--- src/rtl/ex_mem_skid_reg.sv ---
// Elastic EX/MEM pipeline register: valid/ready handshake with a two-entry skid buffer and flush.
// Define EX_MEM_FWD_EN to add the head-entry forwarding tap (Fwd_* ports).
module ex_mem_skid_reg #(
    parameter int N          = 32,
    parameter int REG_ADDR_W = 5
) (
    input  logic                  clk,
    input  logic                  reset_in,
    input  logic                  in_valid,
    output logic                  in_ready,
    input  logic                  RegWrite_in,
    input  logic                  MemtoReg_in,
    input  logic                  MemRead_in,
    input  logic                  MemWrite_in,
    input  logic [N-1:0]          ALU_Result_in,
    input  logic [N-1:0]          RT_data_in,
    input  logic [REG_ADDR_W-1:0] Dest_Reg_in,
    input  logic                  flush_in,
    output logic                  out_valid,
    input  logic                  out_ready,
    output logic                  RegWrite_out,
    output logic                  MemtoReg_out,
    output logic                  MemRead_out,
    output logic                  MemWrite_out,
    output logic [N-1:0]          ALU_Result_out,
    output logic [N-1:0]          RT_data_out,
    output logic [REG_ADDR_W-1:0] Dest_Reg_out,
`ifdef EX_MEM_FWD_EN
    output logic                  Fwd_RegWrite_out,
    output logic [REG_ADDR_W-1:0] Fwd_Dest_Reg_out,
    output logic [N-1:0]          Fwd_ALU_Result_out,
`endif
    output logic [1:0]            dbg_state_o
);

    // Handshake: a transfer happens on an edge where valid and ready are both 1.
    // in_ready is a register (low only in TWO), so a MEM stall reaches EX one cycle later.
    typedef struct packed {
        logic                  reg_write;
        logic                  mem_to_reg;
        logic                  mem_read;
        logic                  mem_write;
        logic [N-1:0]          alu;
        logic [N-1:0]          rt;
        logic [REG_ADDR_W-1:0] dest;
    } ent_t;

    typedef enum logic [1:0] {
        ST_EMPTY = 2'd0,
        ST_ONE   = 2'd1,
        ST_TWO   = 2'd2
    } state_t;

    state_t state_q, state_d;
    ent_t   h_q, h_d, s_q, s_d, in_ent;
    logic   in_ready_q, out_valid_q;
    logic   accept, pop;

    assign in_ent = '{reg_write:  RegWrite_in,
                      mem_to_reg: MemtoReg_in,
                      mem_read:   MemRead_in,
                      mem_write:  MemWrite_in,
                      alu:        ALU_Result_in,
                      rt:         RT_data_in,
                      dest:       Dest_Reg_in};

    assign accept = in_valid & in_ready_q;
    assign pop    = out_valid_q & out_ready;

    always_comb begin
        state_d = state_q;
        h_d     = h_q;
        s_d     = s_q;
        if (flush_in) begin
            // A pop this cycle still completes; everything else is dropped.
            state_d = ST_EMPTY;
        end else begin
            case (state_q)
                ST_EMPTY: begin
                    if (accept) begin
                        h_d     = in_ent;
                        state_d = ST_ONE;
                    end
                end
                ST_ONE: begin
                    if (accept && pop) begin
                        h_d = in_ent;
                    end else if (accept) begin
                        s_d     = in_ent;
                        state_d = ST_TWO;
                    end else if (pop) begin
                        state_d = ST_EMPTY;
                    end
                end
                ST_TWO: begin
                    if (pop) begin
                        h_d     = s_q;
                        state_d = ST_ONE;
                    end
                end
                default: state_d = ST_EMPTY;
            endcase
        end
    end

`ifdef EX_MEM_FWD_EN
    logic fwd_we_q;
`endif

    always_ff @(posedge clk) begin
        if (!reset_in) begin
            state_q     <= ST_EMPTY;
            h_q         <= '0;
            s_q         <= '0;
            in_ready_q  <= 1'b1;
            out_valid_q <= 1'b0;
`ifdef EX_MEM_FWD_EN
            fwd_we_q    <= 1'b0;
`endif
        end else begin
            state_q     <= state_d;
            h_q         <= h_d;
            s_q         <= s_d;
            in_ready_q  <= (state_d != ST_TWO);
            out_valid_q <= (state_d != ST_EMPTY);
`ifdef EX_MEM_FWD_EN
            fwd_we_q    <= (state_d != ST_EMPTY) & h_d.reg_write & (h_d.dest != '0);
`endif
        end
    end

    assign in_ready       = in_ready_q;
    assign out_valid      = out_valid_q;
    assign RegWrite_out   = h_q.reg_write  & out_valid_q;
    assign MemtoReg_out   = h_q.mem_to_reg & out_valid_q;
    assign MemRead_out    = h_q.mem_read   & out_valid_q;
    assign MemWrite_out   = h_q.mem_write  & out_valid_q;
    // Data fields of an invalid head keep their last value; only controls are gated.
    assign ALU_Result_out = h_q.alu;
    assign RT_data_out    = h_q.rt;
    assign Dest_Reg_out   = h_q.dest;
    assign dbg_state_o    = state_q;

`ifdef EX_MEM_FWD_EN
    assign Fwd_RegWrite_out   = fwd_we_q;
    assign Fwd_Dest_Reg_out   = h_q.dest & {REG_ADDR_W{fwd_we_q}};
    assign Fwd_ALU_Result_out = h_q.alu  & {N{fwd_we_q}};
`endif

endmodule

--- config.mk ---
export PLATFORM = sky130hd
export DESIGN_NAME = ex_mem_skid_reg
export DESIGN_NICKNAME = d
export VERILOG_FILES = /design/src/rtl/ex_mem_skid_reg.sv
export SDC_FILE = /design/constraint.sdc
export NUM_CORES = 1
export LEC_CHECK = 0
export CORE_MARGIN = 2
export CORE_UTILIZATION = 35
export CTS_BUF_LIST = sky130_fd_sc_hd__clkbuf_8
export DETAILED_ROUTE_END_ITERATION = 12
export PLACE_DENSITY = 0.65
export SYNTH_ARGS = -nofsm -noshare
export SYNTH_HDL_FRONTEND = slang
export SYNTH_SLANG_ARGS = --single-unit
--- constraint.sdc ---
create_clock -name clk -period 1.8 [get_ports clk]
set_input_delay 0.36 -clock clk [delete_from_list [all_inputs] [get_ports clk]]
set_output_delay 0.36 -clock clk [all_outputs]
set_load 0.1 [all_outputs]
# Word level (Yosys, flattened, before mapping)
# Cells that the tools add are included.
[word_totals]
ff_bits = 150
output_inout_bits = 77
elab_cells = 48
[op_classes]
eq_ne = 6
muxes = 11
bitwise = 8
n_reduce_logical = 6
[op_table]
columns = ["operator", "count"]
rows = [
  ["$mux W73", 3],
  ["$pmux W73 S3", 1],
  ["$mux W2", 6],
  ["$ne A2 B2 Y1 const B", 4],
  ["$and A1 B1 Y1", 6],
  ["$pmux W2 S3", 1],
  ["$reduce_and A5 Y1", 1],
  ["$reduce_and A4 Y1", 1],
  ["$reduce_bool A3 Y1", 1],
  ["$eq A2 B1 Y1 const B", 1],
  ["$eq A2 B2 Y1 const B", 1],
  ["$logic_not A2 Y1", 1],
  ["$not A1 Y1", 2],
  ["$reduce_bool A2 Y1", 1],
  ["$logic_and A1 B1 Y1", 1],
]

# Logic depth before layout (Yosys ltp)
# Gate-level depths: netlist (run 1).
[depth]
word_depth = 7
mapped_depth = 7
mapped_depth_nobuf = 4

# Least setup slack after synthesis (run 1)
# OpenSTA, ideal clock, no wires.
[synth_timing]
path_type = "flip-flop to output port"
startpoint = "register out_valid_q, in the netlist out_valid"
endpoint = "output MemRead_out"
arrival_ns = 1.858
required_ns = 1.440
slack_ns = -0.418
path_stages_with_launch = 2
path_buffers = 0
cell_sequence = "dfxtp_1 > and2_1"
[synth_via]
elab_chain_len = 1
[synth_lines]
columns = ["element", "line", "text"]
rows = [
  ["start, declared", "56", "logic in_ready_q, out_valid_q;"],
  ["start signal, assigned", "125", "out_valid_q <= (state_d != ST_EMPTY);"],
  ["$and A1 B1 Y1", "136", "assign MemRead_out = h_q.mem_read & out_valid_q;"],
  ["end, declared", "23", "output logic MemRead_out,"],
]
# Every way passes these cells.

# Final worst setup path (run 1)
[layout_timing]
startpoint = "register state_q[1], in the netlist dbg_state_o[1]"
endpoint = "register h_q, in the netlist Dest_Reg_out[3]"
[layout_via]
elab_chain_len = 3
elab_cells_between_ends = 9
classes_between = "eq/ne: 5; mux: 1; reduce/logical: 3"
[layout_lines]
columns = ["element", "line", "text"]
rows = [
  ["start, declared", "54", "state_t state_q, state_d;"],
  ["start signal, assigned", "121", "state_q <= state_d;"],
  ["$eq A2 B1 Y1 (tied with other cells)", "78", "case (state_q)"],
  ["$ne A2 B2 Y1 (no source line) / $reduce_bool A3 Y1 (equally long branches)", "--", ""],
  ["$reduce_and A5 Y1 (no source line)", "--", ""],
  ["end signal, assigned", "113", "h_q <= '0;"],
  ["end signal, assigned", "122", "h_q <= h_d;"],
  ["end, declared", "55", "ent_t h_q, h_d, s_q, s_d, in_ent;"],
]
# Several ways; a longest one is shown, not always the timed one.
# A chain may end at the register's enable or synchronous reset.

==> results.md, run 1 <==
- Post-CTS setup buffer count: 0
- Core area: a little under 20,000 µm²
- H-tree depth: 4
- Setup_tns: 0 ps
- Synth Register Bits: 150
- Final Hold Fails: 0
- Final Cycle Share: 94.8%
- DP Worst Slack: -304 ps
- Pre-antenna DRT Iters: 4
- Origin of the worst setup path: dbg_state_o[1]
- ANT nets after route: 0
- Dominant delay contributor by cell family on the critical path: compound AO/OA/AOI/OAI gates
- Inst Count DP: between 1,000 and 1,500
- Root Buffer: clkbuf_8
- Post-DP HPWL: 10,000 µm
- M2 GR Usage: between 20% and 30%
- Worst reg2reg path endpoint: Dest_Reg_out[3]
- Seq/Total Area, Yosys: 43.9%
- Die ar.: a little over 20,000 µm²
- Final cell count without fillers: 1,087
- Initial antenna violation count: 0
- GRT Max-Usage Layer: met2
- Syn Inst Count: 737
- Layout filler cell count: 1,777
- WL final: 15,000 µm
- GR Util met1: between 10% and 20%
- Vias: 4,959
- Fin crit period: roughly 1700 ps
- Share of cells above drive strength 1: 17.8%
- Initial drt markers: ~240
- Mapped Avg Cell Area: 9.28 µm²
- Fmax achieved: 586 MHz
- Final Instance Area: 9470 µm²
- Diode count: 0
- Final Setup Violations: 0
- R2r startpoint: dbg_state_o[1]
- Util after Layout: 49.0%
- RSZ-0062 raised after global routing: false
- Maxcap violations: 0
- Clk Latency, worst-skew pair: about 440 ps
- Port buffer count: 154
- PD cells: between 900 and 1000 nW/µm²
- Post-Syn Area: roughly 6800 µm²
- Initial core utilization: between 30% and 40%
- Gr usage total: 15.2%
- WL/cell: 13.8 µm
- CTS sink count: 150
- R2r setup slk: 90 ps
- I/O pin cnt: 155
- Crit path cell chain: or2_1, a221oi_4, buf_6, buf_12, nand2_1, o211a_1
- CP Capture Point: Dest_Reg_out[3]
- Vias/cell: ~4.6
- CP peak stage delay: about 380 ps
- Post-cts sizing count: 0
- Multi-input logic area: a little over 3000 µm²
- Std cell rows: between 50 and 60
- Buf+Inv Stages, Crit Path: 2
- Grt met3 use: 5.03%
- Final WS setup: slightly above 90 ps
- Total grt overflow: 0
- R2R depth: 6
- Num CTS Buffers: 17
- Layout area overhead: 38.5%
- Outcome: completed
- Clock slew at reported path FFs: ~80 ps
- Synth warn: 0
- Die Span X: 144 µm
- Largest net degree at the start of global routing: 97
- CP max FO: 24
- Die H: 144 µm
- Yosys cell types: 24
- Area of placed instances: 9020 µm²
- Critical path class: reg -> reg
- CP Capture Type: register
- Slew headroom: 70.9%
- FF/Latch Area: 3010 µm²
- GPL Wtd Cong: 0.713
- Clock Tree Buf Depth: 2
- Fin nets: roughly 900
- Worst setup SP type: register
- Hold Buf Count CTS: 0
- CP required: 2130 ps
- Crit path arrival time: 2040 ps
- Worst Skew: 10.3 ps
- Number of global-route vias before repair: 4,888
- Slowest-stage cell, CP: dfxtp_2
- Tot Pwr: roughly 8.7 mW
- Worst hold margin: 223 ps
- Worst-Margin Slew: between 400 and 500 ps
- Peak supply drop: 0.000504 V
- First-pass GRT wire length: 24,700 µm
- WP depth: 6
- Worst min path class: in -> reg
- Number of remaining DRC errors: 0
- Final max-slew violation count: 0
- Syn_nets: 815
- CTS tree: built
- P_leak: 4.69 nW
==> registers in the layout, indices dropped and copies added (netlist names) <==
name	count
in_ready	1
ALU_Result_out	32
h_q	4
dbg_state_o	2
RT_data_out	32
Dest_Reg_out	5
s_q	73
out_valid	1
==> Yosys cell counts <==
cell	n	area share [%]
or3b_2	1	0.13
a21bo_2	1	0.15
nand2b_1	2	0.18
dfxtp_1	150	44
a221oi_2	1	0.22
a21boi_1	33	3.6
a21o_1	1	0.11
a21boi_0	40	4.4
clkbuf_1	15	0.82
buf_4	86	9.4
xor2_1	1	0.13
nor2_1	2	0.11
inv_1	2	0.11
buf_2	24	1.8
nand3b_4	1	0.29
mux2i_1	74	11
nor3_4	1	0.24
or2_1	1	0.092
or3_1	1	0.092
and2_1	4	0.37
nand2_1	221	12
a21oi_1	1	0.073
o211a_1	73	11
o21a_1	1	0.11
==> per-layer routing <==
metal | part of all wire, % | routed length (µm)
met5 | 0 | 0
met4 | 0.82 | 123
met3 | 5.0 | 754
met2 | 47 | 7040
met1 | 47 | 7060
==> report_power, final <==
part,total (mW),switching (mW),leakage [nW],internal [mW]
Clock,2.98,1.22,0.235,1.75
Combinational,2.11,1.25,3.24,0.856
Sequential,3.62,0.146,1.22,3.47
==> layout by cell type, fill, tap and decap left out <==
cell type	synthesis	final
bufinv_16	0	6
clkbuf_8	0	17
o21a_1	1	1
a221oi_4	0	1
nor2_1	2	2
a21oi_1	1	1
buf_12	0	87
buf_4	86	16
clkdlybuf4s50_1	0	76
o211a_1	73	73
inv_1	2	5
xor2_1	1	1
dfxtp_2	0	3
or2_1	1	1
dfxtp_1	150	146
and2_2	0	4
nor3_4	1	1
a21boi_1	33	33
a21o_1	1	1
or3b_2	1	1
or3_2	0	1
buf_6	0	2
mux2i_1	74	74
a21boi_0	40	40
nand2b_4	0	1
nand2_1	221	221
nand3b_4	1	1
clkinv_2	0	1
clkinv_4	0	2
dfxtp_4	0	1
a21bo_2	1	1
nand2b_1	2	1
==> how the worst min path moves through the flow <==
stage / depth (start not counted) / from / end
4_1_cts: 2 / reset_in / RT_data_out[25]
3_3_place_gp: 2 / s_q[6] / s_q[6]
2_1_floorplan: 2 / s_q[0] / s_q[0]
5_1_grt: 2 / reset_in / RT_data_out[25]
3_5_place_dp: 2 / s_q[2] / s_q[2]
6_report: 2 / reset_in / RT_data_out[25]
==> worst reg2reg max path: cells and delay by family (launching register included) <==
kind / cells / cell delay [ps]
buffers and inverters: 2 / 400
flip-flops: 1 / 380
AO/OA/AOI/OAI: 2 / 460
AND/OR/NAND/NOR: 2 / 360
==> layout make-up <==
type / instances / share of cell area [%]
Multi-Input combinational cell: 460 / 32.0
Sequential cell: 150 / 31.8
Timing Repair Buffer: 181 / 27.9
Tap cell: 265 / 3.50
Clock buffer: 17 / 2.47
Clock inverter: 12 / 2.26
Inverter: 2 / 0.0792
==> cells by family (layout without fill, tap and decap cells) <==
group / after synthesis / in the layout / synth area share [%]
simple gates: 234 / 234 / 13.6
flops: 150 / 150 / 43.9
xor+xnor: 1 / 1 / 0.128
mux: 74 / 74 / 10.8
compound gates: 151 / 151 / 19.4
buf+inv: 127 / 212 / 12.1
(Power assumes the default switching activity.)
==> inputs of run 2 (changes only) <==
- ABC_AREA: default -> 1
==> run 2 against run 1 <==
Net effect:
- power is 6.0% higher
- non-clock buffer count is 11 lower
- utilization is 0.69 points lower
- clock power is 11% higher
- critical path depth is 3 lower
- sequential share of layout area is 0.80 points lower
- worst hold slack better by 49 ps
==> results.md, run 2 <==
- Outcome: completed
- Crit path arrival time: 1290 ps (-750 ps)
- CTS tree: built
- Core area: 20,100 µm² (+4.0%)
- Fmax achieved: 606 MHz (+3.5%)
- Mapped Avg Cell Area: 6.37 µm² (-31%)
- Reg with most FFs: s_q
- GRT Max-Usage Layer: met2
- Number of remaining DRC errors: 0 (unchanged)
- Dominant delay contributor by cell family on the critical path: flip-flops
- Crit path cell chain: nand2_1, inv_1, buf_12
- Max reg flops: 73 (unchanged)
- Die ar.: 21,500 µm² (+3.8%)
- CP Capture Type: output pin
- Post-CTS setup buffer count: 0 (unchanged)
- Post-cts sizing count: 0 (unchanged)
- Diode count: 0 (unchanged)
- Seq/Total Area, Yosys: 42.3% (-1.6 points)
- CP peak stage delay: 460 ps (+80 ps)
- Buf+Inv Stages, Crit Path: 2 (unchanged)
- Root Buffer: clkbuf_8
- Num CTS Buffers: 17 (unchanged)
- Synth Register Bits: 150 (unchanged)
- Worst Skew: 12.2 ps (+1.93 ps)
- EDFF count, synth: 0 (unchanged)
- Initial drt markers: 248 (+5.5%)
- Inst Count DP: 1,424 (+35%)
- Commonest non-fill, non-tap cell in the layout: nand2_1
- Switching share of power: 31.8% (+1.7 points)
- Most frequent cells in the layout: nand2_1, nor2_1, dfxtp_1
- Switch Pwr: 2.93 mW (+12%)
- Synth top cells by count: nand2_1, nor2_1, dfxtp_1
- Clk Latency, worst-skew pair: 440 ps (about the same)
- Internal power: 6.29 mW (+3.4%)
- Clock slew at reported path FFs: 90 ps (about the same)
- Post-Syn Area: 7100 µm² (+3.9%)
- CTS sink count: 150 (unchanged)
- Die Span X: 146 µm (+1.9%)
- Critical path class: reg -> out
- Sequential Power Share: 39.6% (-2.0 points)
- WL/cell: 11.8 µm (-14%)
- Synth warn: 0 (unchanged)
- Yosys cell types: 15 (-38%)
- Peak supply drop: 0.000556 V (+10%)
- Vias: 6,272 (+26%)
- Fin crit period: 1650 ps (-56.9 ps)
- Gr usage total: 16.6% (+1.4 points)
- Initial core utilization: 35.3% (about the same)
- Syn_nets: 1,194 (+47%)
- Largest area contributor in the synthesized netlist: dfxtp_1
- Layout area overhead: 36.7%
- CP Capture Point: RegWrite_out
- R2r setup slk: 360 ps (+270 ps)
- Maxcap violations: 0 (unchanged)
- Hold Crit Depth: 3 (+1)
- Largest net degree at the start of global routing: 74 (-24%)
- Port buffer count: 154 (unchanged)
- Yosys top cell area share: 42.3% (-1.6 points)
- CP max FO: 7 (-71%)
- Worst-Margin Slew: 480 ps (+44.5 ps)
- Final max-slew violation count: 0 (unchanged)
- WL final: 17,200 µm (+15%)
- H-tree depth: 4 (unchanged)
- Syn Inst Count: 1,116 (+51%)
- Synth Flop Type: dfxtp_1
- I/O pin cnt: 155 (unchanged)
- Final Setup Violations: 0 (unchanged)
- M2 GR Usage: 27.4% (+2.1 points)
- Fin nets: 1,251 (+41%)
- Top post-synthesis cells by area: dfxtp_1, nand2_1, nor2_1
- Initial antenna violation count: 0 (unchanged)
- Post-DP HPWL: 11,000 µm (+10%)
- Die H: 146 µm (+1.9%)
- Synth async-reset ratio: 0% (unchanged)
- Worst setup SP type: register
- Final Cycle Share: 91.7% (-3.2 points)
- Worst hold margin: 273 ps (+49.2 ps)
- Final cell count without fillers: 1,456 (+34%)
- Clock Tree Buf Depth: 2 (unchanged)
- Grt met3 use: 4.47% (-0.56 points)
- WP depth: 3 (-3)
- First-pass GRT wire length: 28,900 µm (+17%)
- Origin of the worst setup path: out_valid
- Slew headroom: 67.9% (-3.0 points)
- GPL Wtd Cong: 0.733 (+2.9%)
- R2R depth: 7 (+1)
- P_leak: 4.58 nW (-2.5%)
- CP required: 1440 ps (-690 ps)
- Final Hold Fails: 0 (unchanged)
- R2r startpoint: dbg_state_o[1]
- Worst reg2reg path endpoint: RT_data_out[24]
- Most frequent cell after synthesis: nand2_1
- Hold Buf Count CTS: 0 (unchanged)
- Std cell rows: 52 (+2.0%)
- PD cells: 949 nW/µm² (+3.4%)
- Share of cells above drive strength 1: 11.5% (-6.3 points)
- Clock power frac: 35.9% (+1.7 points)
- Vias/cell: 4.31 (-5.6%)
- GR Util met1: 21.0% (+2.0 points)
- Total grt overflow: 0 (unchanged)
- Slowest-stage cell, CP: dfxtp_2
- Number of global-route vias before repair: 5,779 (+18%)
- Gate power share: 24.5% (+0.3 points)
- ANT nets after route: 0 (unchanged)
- Pre-antenna DRT Iters: 4 (unchanged)
- RSZ-0062 raised after global routing: false
- Worst min path class: in -> reg
## run 2: changes by cell type after synthesis, sizes merged, moves of 73 or more
cell / before / now
nor2: 2 / 293
nand2: 221 / 378
inv: 2 / 83
mux2i: 74 / 0
a21boi: 73 / 0
o211a: 73 / 0
o21ai: 0 / 73
## run 2: power by group through the flow
| stage | registers, mW | logic, mW | clock network [mW] |
|---|---|---|---|
| 6_report | 3.65 | 2.26 | 3.31 |
| 5_1_grt | 3.67 | 2.41 | 3.54 |
| 4_1_cts | 3.66 | 2.27 | 3.40 |
| 3_5_place_dp | 3.73 | 2.27 | 0 |
| 3_3_place_gp | 3.73 | 2.25 | 0 |
| 2_1_floorplan | 3.66 | 1.60 | 0 |
## run 2: worst min path at each step
stage / startpoint / endpoint / slack [ps]
2_1_floorplan: s_q[0] / s_q[0] / 460
4_1_cts: reset_in / ALU_Result_out[13] / 240
3_5_place_dp: s_q[32] / s_q[32] / 470
6_report: reset_in / ALU_Result_out[13] / 270
3_3_place_gp: s_q[44] / s_q[44] / 460
5_1_grt: reset_in / ALU_Result_out[13] / 250
## run 2: cell type report
cell class / count / area (µm²)
Clock buffer: 17 / 234
Clock inverter: 15 / 274
Fill cell: 1953 / 10400
Inverter: 83 / 312
Multi-Input combinational cell: 751 / 2940
Sequential cell: 150 / 3010
Tap cell: 270 / 338
Timing Repair Buffer: 170 / 2610
## run 2: worst min-delay path, cell delays in order
cell and delay (ps):
buf_4 190, nand2_1 90, nor2_1 30
## run 2: cells by family after synthesis
family | Yosys count | share of synthesized area [%]
AO/OA/AOI/OAI | 76 | 5.39
buffers and inverters | 215 | 16.6
AND/OR/NAND/NOR | 675 | 35.8
flip-flops | 150 | 42.3
## run 2: through the flow
step	area, µm²	setup WS, ps	TNS [ps]	util, %	total power, mW
floorplan	7110	49.1	0	-	5.26
global placement	9200	3.43	0	45.8	5.98
detailed placement	9200	-43.6	-519	45.8	6.00
CTS	9710	99.5	0	48.3	9.33
global route	9710	66.1	0	48.3	9.63
finish	9710	150	0	48.3	9.22
## run 2: routing by layer
metal	vias up	wire length (µm)
li1	3361	-
met1	2738	8020
met2	152	7900
met3	21	974
met4	0	329
met5	-	0
==> inputs of run 3 (changes only) <==
- CORE_UTILIZATION: 35 -> 50
- PLACE_DENSITY: 0.65 -> 0.85
==> run 3 against run 2 <==
Net effect:
- global-route usage is 5.8 points higher
- die area decreased by 29%
- count of clock-buffer cells in the layout up 8
- fmax decreased by 0.66%
- routed wire length is 2.5% lower
- register-to-register slack worse by 70 ps
- design area down 1.5%
- utilization grew 21 points
- power shrank 1.6%
- sequential power hardly changed
- sequential cell count is the same
- sequential share of layout area up 0.47 points
- critical endpoint unchanged
==> results.md, run 3 (synthesis gave the netlist of run 2 again) <==
- Outcome: completed
- Final cell count without fillers: 1,367 (-6.1%)
- Hold Buf Count CTS: 0 (unchanged)
- Worst hold margin: 321 ps (+48.6 ps)
- Diode count: 0 (unchanged)
- Final Setup Violations: 0 (unchanged)
- Clk Latency, worst-skew pair: 440 ps (about the same)
- Core area: 13,900 µm² (-31%)
- Clock slew at reported path FFs: 70 ps (-20 ps)
- Number of global-route vias before repair: 5,797 (+0.31%)
- Total grt overflow: 0 (unchanged)
- Grt met3 use: 6.00% (+1.5 points)
- M2 GR Usage: 37.7% (+10 points)
- Fmax achieved: 602 MHz (-0.66%)
- Layout filler cell count: 1,141 (-42%)
- Post-cts sizing count: 0 (unchanged)
- Initial drt markers: 488 (+97%)
- Share of cells above drive strength 1: 11.5% (+0.075 points)
- Std cell rows: 43 (-17%)
- Inst Count DP: 1,335 (-6.3%)
- RSZ-0062 raised after global routing: false
- CTS sink count: 150 (unchanged)
- CP max FO: 7 (unchanged)
- Final WS setup: 139 ps (-10.9 ps)
- Reg with most FFs: s_q
- R2R depth: 6 (-1)
- CTS tree: built
- ANT nets after route: 0 (unchanged)
- Number of remaining DRC errors: 0 (unchanged)
- Post-DP HPWL: 11,100 µm (+0.88%)
- Worst Skew: 13.1 ps (+0.868 ps)
- Commonest non-fill, non-tap cell in the layout: nand2_1
- Fin crit period: 1660 ps (+10.9 ps)
- Vias/cell: 4.69 (+8.9%)
- Die H: 123 µm (-16%)
- GR Util met1: 27.3% (+6.3 points)
- PD cells: 948 nW/µm² (about the same)
- Initial antenna violation count: 0 (unchanged)
- Final Hold Fails: 0 (unchanged)
- Initial core utilization: 51.2% (+16 points)
- I/O pin cnt: 155 (unchanged)
- Worst min path class: in -> reg
- Vias: 6,415 (+2.3%)
- Worst-Margin Slew: 438 ps (-42.0 ps)
- Setup_tns: 0 ps (unchanged)
- Util after Layout: 68.9% (+21 points)
- Die Span X: 123 µm (-16%)
- Post-CTS setup buffer count: 0 (unchanged)
- CP Capture Type: output pin
- WL/cell: 12.3 µm (+3.9%)
- Worst setup SP type: register
- Port buffer count: 154 (unchanged)
- Final Cycle Share: 92.3% (+0.61 points)
- Slew headroom: 70.8% (+2.8 points)
- Critical path class: reg -> out
- Gr usage total: 22.4% (+5.8 points)
- Die ar.: 15,200 µm² (-29%)
- Final max-slew violation count: 0 (unchanged)
- GPL Wtd Cong: 0.784 (+6.9%)
- Pre-antenna DRT Iters: 5 (+1)
- Crit path arrival time: 1300 ps (about the same)
- Fin nets: 1,252 (+0.080%)
- H-tree depth: 4 (unchanged)
- Num CTS Buffers: 17 (unchanged)
- GRT Max-Usage Layer: met2
- DP Worst Slack: -25.9 ps (+17.7 ps)
- Most frequent cells in the layout: nand2_1, nor2_1, dfxtp_1
- P_leak: 4.57 nW (-0.18%)
- CP required: 1440 ps (about the same)
- Maxcap violations: 0 (unchanged)
- WL final: 16,800 µm (-2.5%)
- Layout area overhead: 34.6%
- Clock Tree Buf Depth: 2 (unchanged)
- Root Buffer: clkbuf_8
- Hold Crit Depth: 3 (unchanged)
- Largest net degree at the start of global routing: 56 (-24%)
- Max reg flops: 73 (unchanged)
- Peak supply drop: 0.000653 V (+17%)
- First-pass GRT wire length: 27,000 µm (-6.4%)
[run 3: cell count changes in the layout (fill, tap and decap cells not counted)]
| cell | before | now |
|---|---|---|
| inv_8 | 1 | 0 |
| clkinvlp_4 | 1 | 0 |
| buf_12 | 91 | 88 |
| bufinv_16 | 7 | 5 |
| inv_6 | 2 | 0 |
| clkbuf_8 | 17 | 25 |
| buf_4 | 3 | 7 |
| clkinv_4 | 2 | 0 |
[run 3: where the power goes]
part | switching (mW) | total (mW) | internal (mW)
logic | 1.42 | 2.27 | 0.848
clock network | 1.20 | 3.15 | 1.95
registers | 0.164 | 3.66 | 3.49
[run 3: routing by layer]
layer  routed length (µm)  vias to the layer above  share of wire, %
li1                     -                     3354                 -
met2                 8450                      193                50
met3                 1140                       32               6.8
met1                 6910                     2836                41
met5                    0                        -                 0
met4                  309                        0               1.8
[run 3: worst paths after layout]
| check | end | slack, ps | from |
|---|---|---|---|
| hold / removal | RT_data_out[7] | 320 | reset_in |
| hold reg to reg | s_q[12] | 480 | s_q[12] |
| setup / recovery | RegWrite_out | 140 | out_valid |
| setup reg to reg | ALU_Result_out[16] | 290 | out_valid |
[run 3: per-stage QoR]
step	area, µm²	total power, mW
finish	9560	9.07
global route	9560	9.42
CTS	9560	9.14
detailed placement	9060	6.00
global placement	9060	5.96
floorplan	7110	5.26
[run 3: worst max-delay path: stages, from the launching register on]
cell	delay [ps]
dfxtp_2	470
nand2_1	100
inv_1	120
buf_12	190
[run 3: area by class of cell]
cell class                 instances  area (µm²)  area share [%]
multi-input combinational        751        2940            30.7
timing repair buffer             171        2570            26.9
tap                              180         225            2.35
inverter                          83         312            3.26
sequential                       150        3010            31.4
clock buffer                      25         344            3.60
clock inverter                     7         160            1.67
